--- src/rtl/seq_det_sched_pkg.sv ---
// Shared definitions for the serialising detector scheduler: FSM state encoding
// and the number of requesters.
package seq_det_sched_pkg;

  localparam int unsigned NUM_REQ = 2;

  typedef enum logic [2:0] {
    IDLE  = 3'd0,
    LOAD  = 3'd1,
    SHIFT = 3'd2,
    DRAIN = 3'd3,
    DONE  = 3'd4
  } state_e;

endpackage

--- src/rtl/seq_det_sched_rr_arb2.sv ---
// Two-way round-robin arbiter: combinational one-hot grant when enabled, with a
// pointer that favours the requester not granted last.
module rr_arb2
  import seq_det_sched_pkg::*;
(
  input  logic               clk_i,
  input  logic               rst_ni,
  input  logic [NUM_REQ-1:0] req_i,
  input  logic               gnt_en_i,
  output logic [NUM_REQ-1:0] gnt_o
);

  // ptr_q names the requester that wins a tie
  logic ptr_q;

  always_comb begin
    gnt_o = '0;
    if (gnt_en_i) begin
      case (req_i)
        2'b01:   gnt_o = 2'b01;
        2'b10:   gnt_o = 2'b10;
        2'b11:   gnt_o = ptr_q ? 2'b10 : 2'b01;
        default: gnt_o = '0;
      endcase
    end
  end

  always_ff @(posedge clk_i or negedge rst_ni) begin
    if (!rst_ni) begin
      ptr_q <= 1'b0;
    end else if (gnt_en_i && (|req_i)) begin
      ptr_q <= gnt_o[0];
    end
  end

endmodule

--- src/rtl/seq_det_sched.sv ---
// Arbitrates two requesters, serialises the winning word MSB-first to an external
// detector, counts the detector's registered match flags and holds the result until acked.
module seq_det_sched
  import seq_det_sched_pkg::*;
#(
  parameter int WORD_W = 8,
  parameter int CNT_W  = 4
) (
  input  logic               i_clk,
  input  logic               i_rst_n,
  input  logic [NUM_REQ-1:0] i_req,
  input  logic [WORD_W-1:0]  i_word0,
  input  logic [WORD_W-1:0]  i_word1,
  output logic [NUM_REQ-1:0] o_gnt,
  output logic               o_det_clr,
  output logic               o_det_valid,
  output logic               o_det_data,
  input  logic               i_det_en,
  output logic               o_done,
  output logic               o_done_id,
  output logic [CNT_W-1:0]   o_hits,
  input  logic               i_ack
);

  localparam int IDX_W = (WORD_W > 1) ? $clog2(WORD_W) : 1;
  localparam logic [IDX_W-1:0] LAST_IDX = IDX_W'(WORD_W - 1);

  function automatic logic [CNT_W-1:0] sat_inc(input logic [CNT_W-1:0] v);
    return (&v) ? v : v + CNT_W'(1);
  endfunction

  state_e               state_q;
  logic [WORD_W-1:0]    sr_q;
  logic [IDX_W-1:0]     idx_q;
  logic [CNT_W-1:0]     cnt_q;
  logic                 vld_d1_q;
  logic [NUM_REQ-1:0]   gnt_q;
  logic                 clr_q;
  logic                 vld_q;
  logic                 data_q;
  logic                 done_q;
  logic                 done_id_q;
  logic                 cur_id_q;
  logic [NUM_REQ-1:0]   arb_gnt;

  rr_arb2 u_arb (
    .clk_i    (i_clk),
    .rst_ni   (i_rst_n),
    .req_i    (i_req),
    .gnt_en_i (state_q == IDLE),
    .gnt_o    (arb_gnt)
  );

  always_ff @(posedge i_clk or negedge i_rst_n) begin
    if (!i_rst_n) begin
      state_q   <= IDLE;
      sr_q      <= '0;
      idx_q     <= '0;
      cnt_q     <= '0;
      vld_d1_q  <= 1'b0;
      gnt_q     <= '0;
      clr_q     <= 1'b0;
      vld_q     <= 1'b0;
      data_q    <= 1'b0;
      done_q    <= 1'b0;
      done_id_q <= 1'b0;
      cur_id_q  <= 1'b0;
    end else begin
      gnt_q    <= '0;
      clr_q    <= 1'b0;
      // The detector answers one cycle after each bit, so the delayed valid is the count window
      vld_d1_q <= vld_q;
      if (vld_d1_q && i_det_en) begin
        cnt_q <= sat_inc(cnt_q);
      end
      case (state_q)
        IDLE: begin
          if (|arb_gnt) begin
            gnt_q    <= arb_gnt;
            clr_q    <= 1'b1;
            cur_id_q <= arb_gnt[1];
            sr_q     <= arb_gnt[1] ? i_word1 : i_word0;
            state_q  <= LOAD;
          end
        end
        LOAD: begin
          cnt_q   <= '0;
          vld_q   <= 1'b1;
          data_q  <= sr_q[WORD_W-1];
          sr_q    <= sr_q << 1;
          idx_q   <= '0;
          state_q <= SHIFT;
        end
        SHIFT: begin
          if (idx_q == LAST_IDX) begin
            vld_q   <= 1'b0;
            data_q  <= 1'b0;
            state_q <= DRAIN;
          end else begin
            data_q <= sr_q[WORD_W-1];
            sr_q   <= sr_q << 1;
            idx_q  <= idx_q + IDX_W'(1);
          end
        end
        DRAIN: begin
          done_q    <= 1'b1;
          done_id_q <= cur_id_q;
          state_q   <= DONE;
        end
        DONE: begin
          if (i_ack) begin
            done_q  <= 1'b0;
            state_q <= IDLE;
          end
        end
        default: state_q <= IDLE;
      endcase
    end
  end

  assign o_gnt       = gnt_q;
  assign o_det_clr   = clr_q;
  assign o_det_valid = vld_q;
  assign o_det_data  = data_q;
  assign o_done      = done_q;
  assign o_done_id   = done_id_q;
  assign o_hits      = cnt_q;

endmodule

--- config.mk ---
export PLATFORM = sky130hd
export DESIGN_NAME = seq_det_sched
export DESIGN_NICKNAME = d
export VERILOG_FILES = /design/src/rtl/seq_det_sched_pkg.sv /design/src/rtl/seq_det_sched_rr_arb2.sv /design/src/rtl/seq_det_sched.sv
export SDC_FILE = /design/constraint.sdc
export NUM_CORES = 1
export LEC_CHECK = 0
export ABC_AREA = 0
export CORE_MARGIN = 1
export CORE_UTILIZATION = 44
export DETAILED_ROUTE_END_ITERATION = 8
export PLACE_DENSITY = 0.78
export SYNTH_ARGS = -nofsm -noshare
export SYNTH_HDL_FRONTEND = slang
export SYNTH_SLANG_ARGS = --single-unit
--- constraint.sdc ---
create_clock -name i_clk -period 2.03 [get_ports i_clk]
set_clock_uncertainty 0.15 [all_clocks]
set_input_delay 0.203 -clock i_clk [delete_from_list [all_inputs] [get_ports i_clk]]
set_output_delay 0.203 -clock i_clk [all_outputs]
set_load 0.01 [all_outputs]
==> impl_metrics.py, run 1 <==
metrics = {
    "run_status": {
        "status": "complete, no violations",
    },
    "cts": {
        "cts-hold-fix-buffers": 0,
        "cts_buffer_depth": 2,
        "cts_setup_buffers": 0,
        "cts-root-buf": "clkbuf_4",
        "cts_made_buffers": 3,
        "cts_num_sinks": 28,
        "clock_latency_ns": 0.32,
        "cts_tree": "done",
        "clkTransAtPathRegs_ns": 0.14,
        "htreeDepth": 1,
    },
    "grt": {
        "antenna_found_initial": 0,
        "grt_pass1_vias": 1190,
        "overflow": 0,
        "grt_first_pass_wirelength_mm": 4.830,
        "grt_max_degree": 29,
        "grtUsageTotal_pct": 18.06,
    },
    "setup_path": {
        "crit_path_start_kind": "flip-flop",
        "rr_endpoint": "sr_q[1]",
        "worstPathRequired_ns": 2.11,
        "rr_startpoint": "idx_q[0]",
        "crit_type": "flip-flop to flip-flop",
        "crit_chain": "ha_1 -> ha_1 -> o21a_1 -> a211o_4 -> o31ai_1",
        "arrival_ns": 1.98,
        "cpPeakStageDelay_ns": 0.43,
        "crit_top_cell": "ha_1",
        "startpoint": "idx_q[0]",
        "cp_slowest_cell": "dfrtp_1",
        "cp_top_family": "compound AO/OA/AOI/OAI gates",
        "crit_path_max_fanout": 15,
        "r2r_slack_ns": 0.13,
        "crit_path_end_kind": "flip-flop",
        "reg2reg_depth": 5,
        "worstPathBufferInverterCount": 0,
    },
    "placement": {
        "postPlaceCellArea_um2": 1817,
        "io_buffers": 32,
        "dpl.cell_count": 229,
        "gp_congestion": 0.7568,
        "dp.final_hpwl_mm": 2.321,
    },
    "timing": {
        "max_freq_mhz": 525.8,
        "maxSlewHeadroom_pct": 69.21,
        "final.setup.tns_ns": 0,
        "tightest_slew_ns": 0.4583,
        "hold_violations": 0,
        "slew_violations": 0,
        "setup_viol": 0,
        "fin_crit_sh_pct": 93.69,
        "rsz0062_at_grt": "no",
        "fin_crit_ns": 1.902,
    },
    "yosys": {
        "ys.flop_type": "dfrtp_1",
        "ys_seq_elements": 28,
        "synth_edf_count": 0,
        "synthDistinctLibCells": 36,
        "yosysMostFrequentCell": "dfrtp_1",
        "synth_area_um2": 1454,
        "yosysWarnings": 0,
        "synthCells": 154,
        "synthArstFlopShare_pct": 100.0,
        "yosys-top-cells-area": "dfrtp_1 48%, nand2_1 6.5%, nor2_1 3.9%",
        "synth_area_per_cell_um2": 9.441,
        "yosys.area.top_type": "dfrtp_1",
        "syn-num-nets": 179,
        "synthTopCellsByCount": "28 x dfrtp_1, 25 x nand2_1, 15 x nor2_1",
        "ys_seq_area_share_pct": 48.19,
        "synth_top_area_share_pct": 48.19,
    },
    "finish": {
        "seq_area_um2": 700.7,
        "layout-drive-gt1-share_pct": 9.043,
        "multi_input_area_um2": 666.9,
        "area_growth_pct": 26.85,
        "fin_nets": 215,
        "fin_cells": 232,
        "diodes": 0,
        "final_area_um2": 1844,
        "fill_cells": 289,
    },
    "power": {
        "ir_drop_mv": 0.5519,
        "power_leakage_uw": 0.0008129,
        "power.density_nw_per_um2": 1470,
        "power_uw": 2711,
    },
    "die": {
        "die_h_um": 59.49,
        "fp.dieArea_um2": 3538,
        "core_um2": 3103,
        "die_w_um": 59.49,
        "rows": 20,
        "floorplan.initialDensity_pct": 46.85,
        "ios": 33,
    },
    "route": {
        "vias": 1226,
        "viasPerCell": 5.284,
        "drt_iter0_markers": 40,
        "drc": 0,
        "wire_per_inst_um": 12.47,
        "drt.antenna.violating_nets": 0,
        "firstDrtPassIters": 4,
        "wirelength_mm": 2.894,
    },
    "hold_path": {
        "hold_path.class": "input pin to asynchronous set/reset pin",
    },
    "job": {
        "drv_cap": 0,
    },
}
==> per-layer routing <==
metal  share of wire, %  global-route usage (%)
met5                  0                       0
met1                 43                   20.81
met3                4.6                   2.620
met2                 51                   34.35
met4               0.55                   4.762
==> placed cells by master (no fill, tap or decap), types with 2 or more instances in the layout <==
cell and count:
a211oi_1 7, a21oi_1 7, a22oi_1 2, a31oi_1 2, buf_4 7, clkbuf_4 3, clkdlybuf4s50_1 32, dfrtp_1 28
ha_1 3, inv_1 6, mux2i_1 3, nand2_1 25, nand3_1 4, nor2_1 15, nor3_1 11, o21ai_0 7
o31ai_1 6, or3_1 2, xor2_1 2
==> report_power, final <==
group	internal [uW]	total, uW	switching [uW]
Sequential	816	1040	219
Clock	69.5	224	155
Combinational	704	1450	748
==> stage by stage <==
| stage | hold slack (ns) | setup slack [ns] | utilization [%] |
|---|---|---|---|
| floorplan | -0.2426 | 0.1248 | - |
| global placement | 0.2596 | 0.1616 | 58.55 |
| detailed placement | 0.2710 | 0.09369 | 58.55 |
| finish | 0.1014 | 0.1281 | 59.44 |
| global route | 0.1121 | 0.001991 | 59.44 |
| CTS | 0.1021 | 0.08225 | 59.27 |
==> final cells by class <==
| cell class | instances | area share (%) |
|---|---|---|
| Multi-Input combinational cell | 111 | 36.16 |
| Inverter | 7 | 1.425 |
| Clock buffer | 3 | 1.221 |
| Tap cell | 44 | 2.985 |
| Sequential cell | 28 | 37.99 |
| Timing Repair Buffer | 39 | 20.22 |
==> worst register-to-register path, delay by kind of cell (launching register included) <==
family / cells / cell delay (ns)
adder cells (fa/ha/maj): 2 / 0.44
flip-flops: 1 / 0.43
AO/OA/AOI/OAI: 3 / 0.79
==> logic make-up (layout without fill, tap and decap cells) <==
group / Yosys count / after routing / synth area share (%)
XOR/XNOR: 2 / 2 / 1.205
AND/OR/NAND/NOR: 64 / 64 / 20.83
multiplexers: 4 / 4 / 2.840
buffers and inverters: 15 / 49 / 6.281
adder cells (fa/ha/maj): 3 / 3 / 2.582
AO/OA/AOI/OAI: 38 / 38 / 18.07
flip-flops: 28 / 28 / 48.19
==> worst max-delay path by stage <==
stage / cells past startpoint / slack [ns] / endpoint
floorplan: 6 / 0.12 / sr_q[6]
global placement: 5 / 0.16 / sr_q[7]
detailed placement: 5 / 0.09 / sr_q[3]
CTS: 5 / 0.08 / sr_q[1]
global route: 5 / 0.002 / sr_q[1]
finish: 5 / 0.13 / sr_q[1]
==> flip-flops by register name, indices dropped and copies added (netlist names) <==
signal / count
o_det_clr: 1
o_det_valid: 1
cur_id_q: 1
u_arb.ptr_q: 1
state_q: 3
o_hits: 4
o_det_data: 1
sr_q: 8
o_done: 1
idx_q: 3
o_done_id: 1
o_gnt: 2
vld_d1_q: 1
==> repair_timing <==
item	4_1_cts	5_1_grt
endpoints found under the hold margin	0	0
setup endpoints to repair	0	6
resized for setup	0	1
(Power assumes the default switching activity.)
==> run 2: changes to the inputs <==
- CORE_UTILIZATION: 44 -> 40
- PLACE_DENSITY: 0.78 -> 0.69
==> run 2 against run 1 <==
Global-route usage decreased by 1.6 points. Total power increased by 7.9%. Cell area increased by 3.4%. Routed wire length decreased by 0.90%. Count of clock-buffer cells in the layout unchanged. Via count increased by 0.98%. Worst hold slack got worse by 0.014 ns.
==> impl_metrics.py, run 2 (synthesis results as in run 1) <==
metrics = {
    "run_status": {
        "status": "complete, no violations",
    },
    "timing": {
        "slew_violations": 0,
        "maxSlewHeadroom_pct": 71.43,
        "tightest_slew_ns": 0.4240,
        "hold_violations": 0,
        "worst_slack_ns": 0.1157,
        "fin_crit_ns": 1.914,
        "rsz0062_at_grt": "no",
        "max_freq_mhz": 522.4,
        "fin_crit_sh_pct": 94.30,
        "final.setup.tns_ns": 0,
        "setup_viol": 0,
    },
    "die": {
        "rows": 21,
        "core_um2": 3416,
        "ios": 33,
        "floorplan.initialDensity_pct": 42.56,
        "die_h_um": 62.29,
        "die_w_um": 62.29,
        "fp.dieArea_um2": 3880,
    },
    "placement": {
        "io_buffers": 32,
        "pre_cts_ws_ns": 0.04595,
        "dp.final_hpwl_mm": 2.253,
        "postPlaceCellArea_um2": 1827,
        "gp_congestion": 0.7910,
        "dpl.cell_count": 232,
    },
    "route": {
        "drc": 0,
        "wire_per_inst_um": 12.10,
        "vias": 1238,
        "viasPerCell": 5.224,
        "wirelength_mm": 2.868,
        "drt_iter0_markers": 39,
        "drt.antenna.violating_nets": 0,
        "firstDrtPassIters": 4,
    },
    "finish": {
        "largest_register": "sr_q",
        "fin_cells": 237,
        "fill_cells": 316,
        "layout_common_cells": "32 x clkdlybuf4s50_1, 28 x dfrtp_1, 25 x nand2_1",
        "final_area_um2": 1907,
        "fin_nets": 217,
        "area_growth_pct": 31.15,
        "layout-drive-gt1-share_pct": 12.04,
        "diodes": 0,
        "final_common_cell": "clkdlybuf4s50_1",
        "largest_reg_flops": 8,
    },
    "setup_path": {
        "worstPathRequired_ns": 2.12,
        "worstPathBufferInverterCount": 0,
        "arrival_ns": 2.01,
        "crit_chain": "ha_1 -> ha_1 -> o21a_1 -> a211o_4 -> o31ai_2",
        "crit_top_cell": "ha_1",
        "crit_type": "flip-flop to flip-flop",
        "cp_slowest_cell": "dfrtp_1",
        "crit_path_start_kind": "flip-flop",
        "cp_top_family": "compound AO/OA/AOI/OAI gates",
        "cpPeakStageDelay_ns": 0.42,
        "crit_path_end_kind": "flip-flop",
        "crit_path_max_fanout": 15,
    },
    "power": {
        "power_leakage_uw": 0.0008421,
        "power.density_nw_per_um2": 1534,
        "ir_drop_mv": 0.6179,
    },
    "cts": {
        "cts-hold-fix-buffers": 0,
        "cts_num_sinks": 28,
        "cts_buffer_depth": 2,
        "cts_made_buffers": 3,
        "clkTransAtPathRegs_ns": 0.14,
        "htreeDepth": 1,
        "clock_latency_ns": 0.32,
        "cts-root-buf": "clkbuf_4",
        "cts_tree": "done",
    },
    "grt": {
        "grt_first_pass_wirelength_mm": 5.237,
        "grtUsageMet2_pct": 31.04,
        "use_met1_pct": 19.01,
        "grt_max_degree": 29,
        "grtUsageTotal_pct": 16.50,
        "busiest_layer": "met2",
        "antenna_found_initial": 0,
        "grt_pass1_vias": 1260,
        "overflow": 0,
        "use_met3_pct": 2.941,
    },
    "hold_path": {
        "hold_path.class": "input pin to asynchronous set/reset pin",
    },
    "job": {
        "drv_cap": 0,
    },
}
## run 2: cell types whose count changed in the layout (fill, tap and decap cells not counted)
cell and delta:
o31ai_2 +3, buf_4 +2, o31ai_1 -3, bufinv_16 +1
## run 2: layer usage
metal / part of all wire [%] / routed length, um
met1: 45 / 1298
met2: 49 / 1401
met3: 4.8 / 139
met4: 1.0 / 29
met5: 0 / 0
## run 2: path summary, 6_finish.rpt
kind,cells after the start,slack (ns),to,from
setup / recovery,5,0.12,sr_q[4],idx_q[0]
hold / removal,2,0.09,o_done_id,i_rst_n
setup reg to reg,5,0.12,sr_q[4],idx_q[0]
hold reg to reg,0,0.29,vld_d1_q,o_det_valid
max in group asynchronous,2,1.39,idx_q[1],i_rst_n
min in group i_clk,0,0.29,vld_d1_q,o_det_valid
## run 2: cell type report
cell class | count | area (um2) | share of cell area [%]
Multi-Input combinational cell | 111 | 681.9 | 35.76
Tap cell | 46 | 57.56 | 3.018
Timing Repair Buffer | 41 | 387.9 | 20.34
Inverter | 7 | 26.28 | 1.378
Sequential cell | 28 | 700.7 | 36.75
Clock buffer | 3 | 22.52 | 1.181
Clock inverter | 1 | 30.03 | 1.575
## run 2: metrics by stage
step           util, %  hold WS (ns)  power [uW]
2_1_floorplan        -       -0.2426        2066
5_1_grt          55.82       0.09297        3194
4_1_cts          55.02        0.1007        2859
3_5_place_dp     53.48        0.2655        2498
3_3_place_gp     53.48        0.2646        2435
6_report         55.82       0.08758        2924
## run 2: where the power goes
part	switching, uW	internal (uW)	total [uW]
clock network	159	200	359
logic	798	753	1550
registers	197	817	1010
total	1150	1770	2920
## run 2: timing repair
item	in CTS	in global routing
endpoints found under the setup margin	0	5
buffers inserted	0	1
hold endpoints to repair	0	0
resized for setup	0	4
==> run 3: changes to the inputs <==
- TNS_END_PERCENT: default -> 1
==> results of run 3 <==
Same layout as run 2: the final DEF is identical, and so are final timing and power.
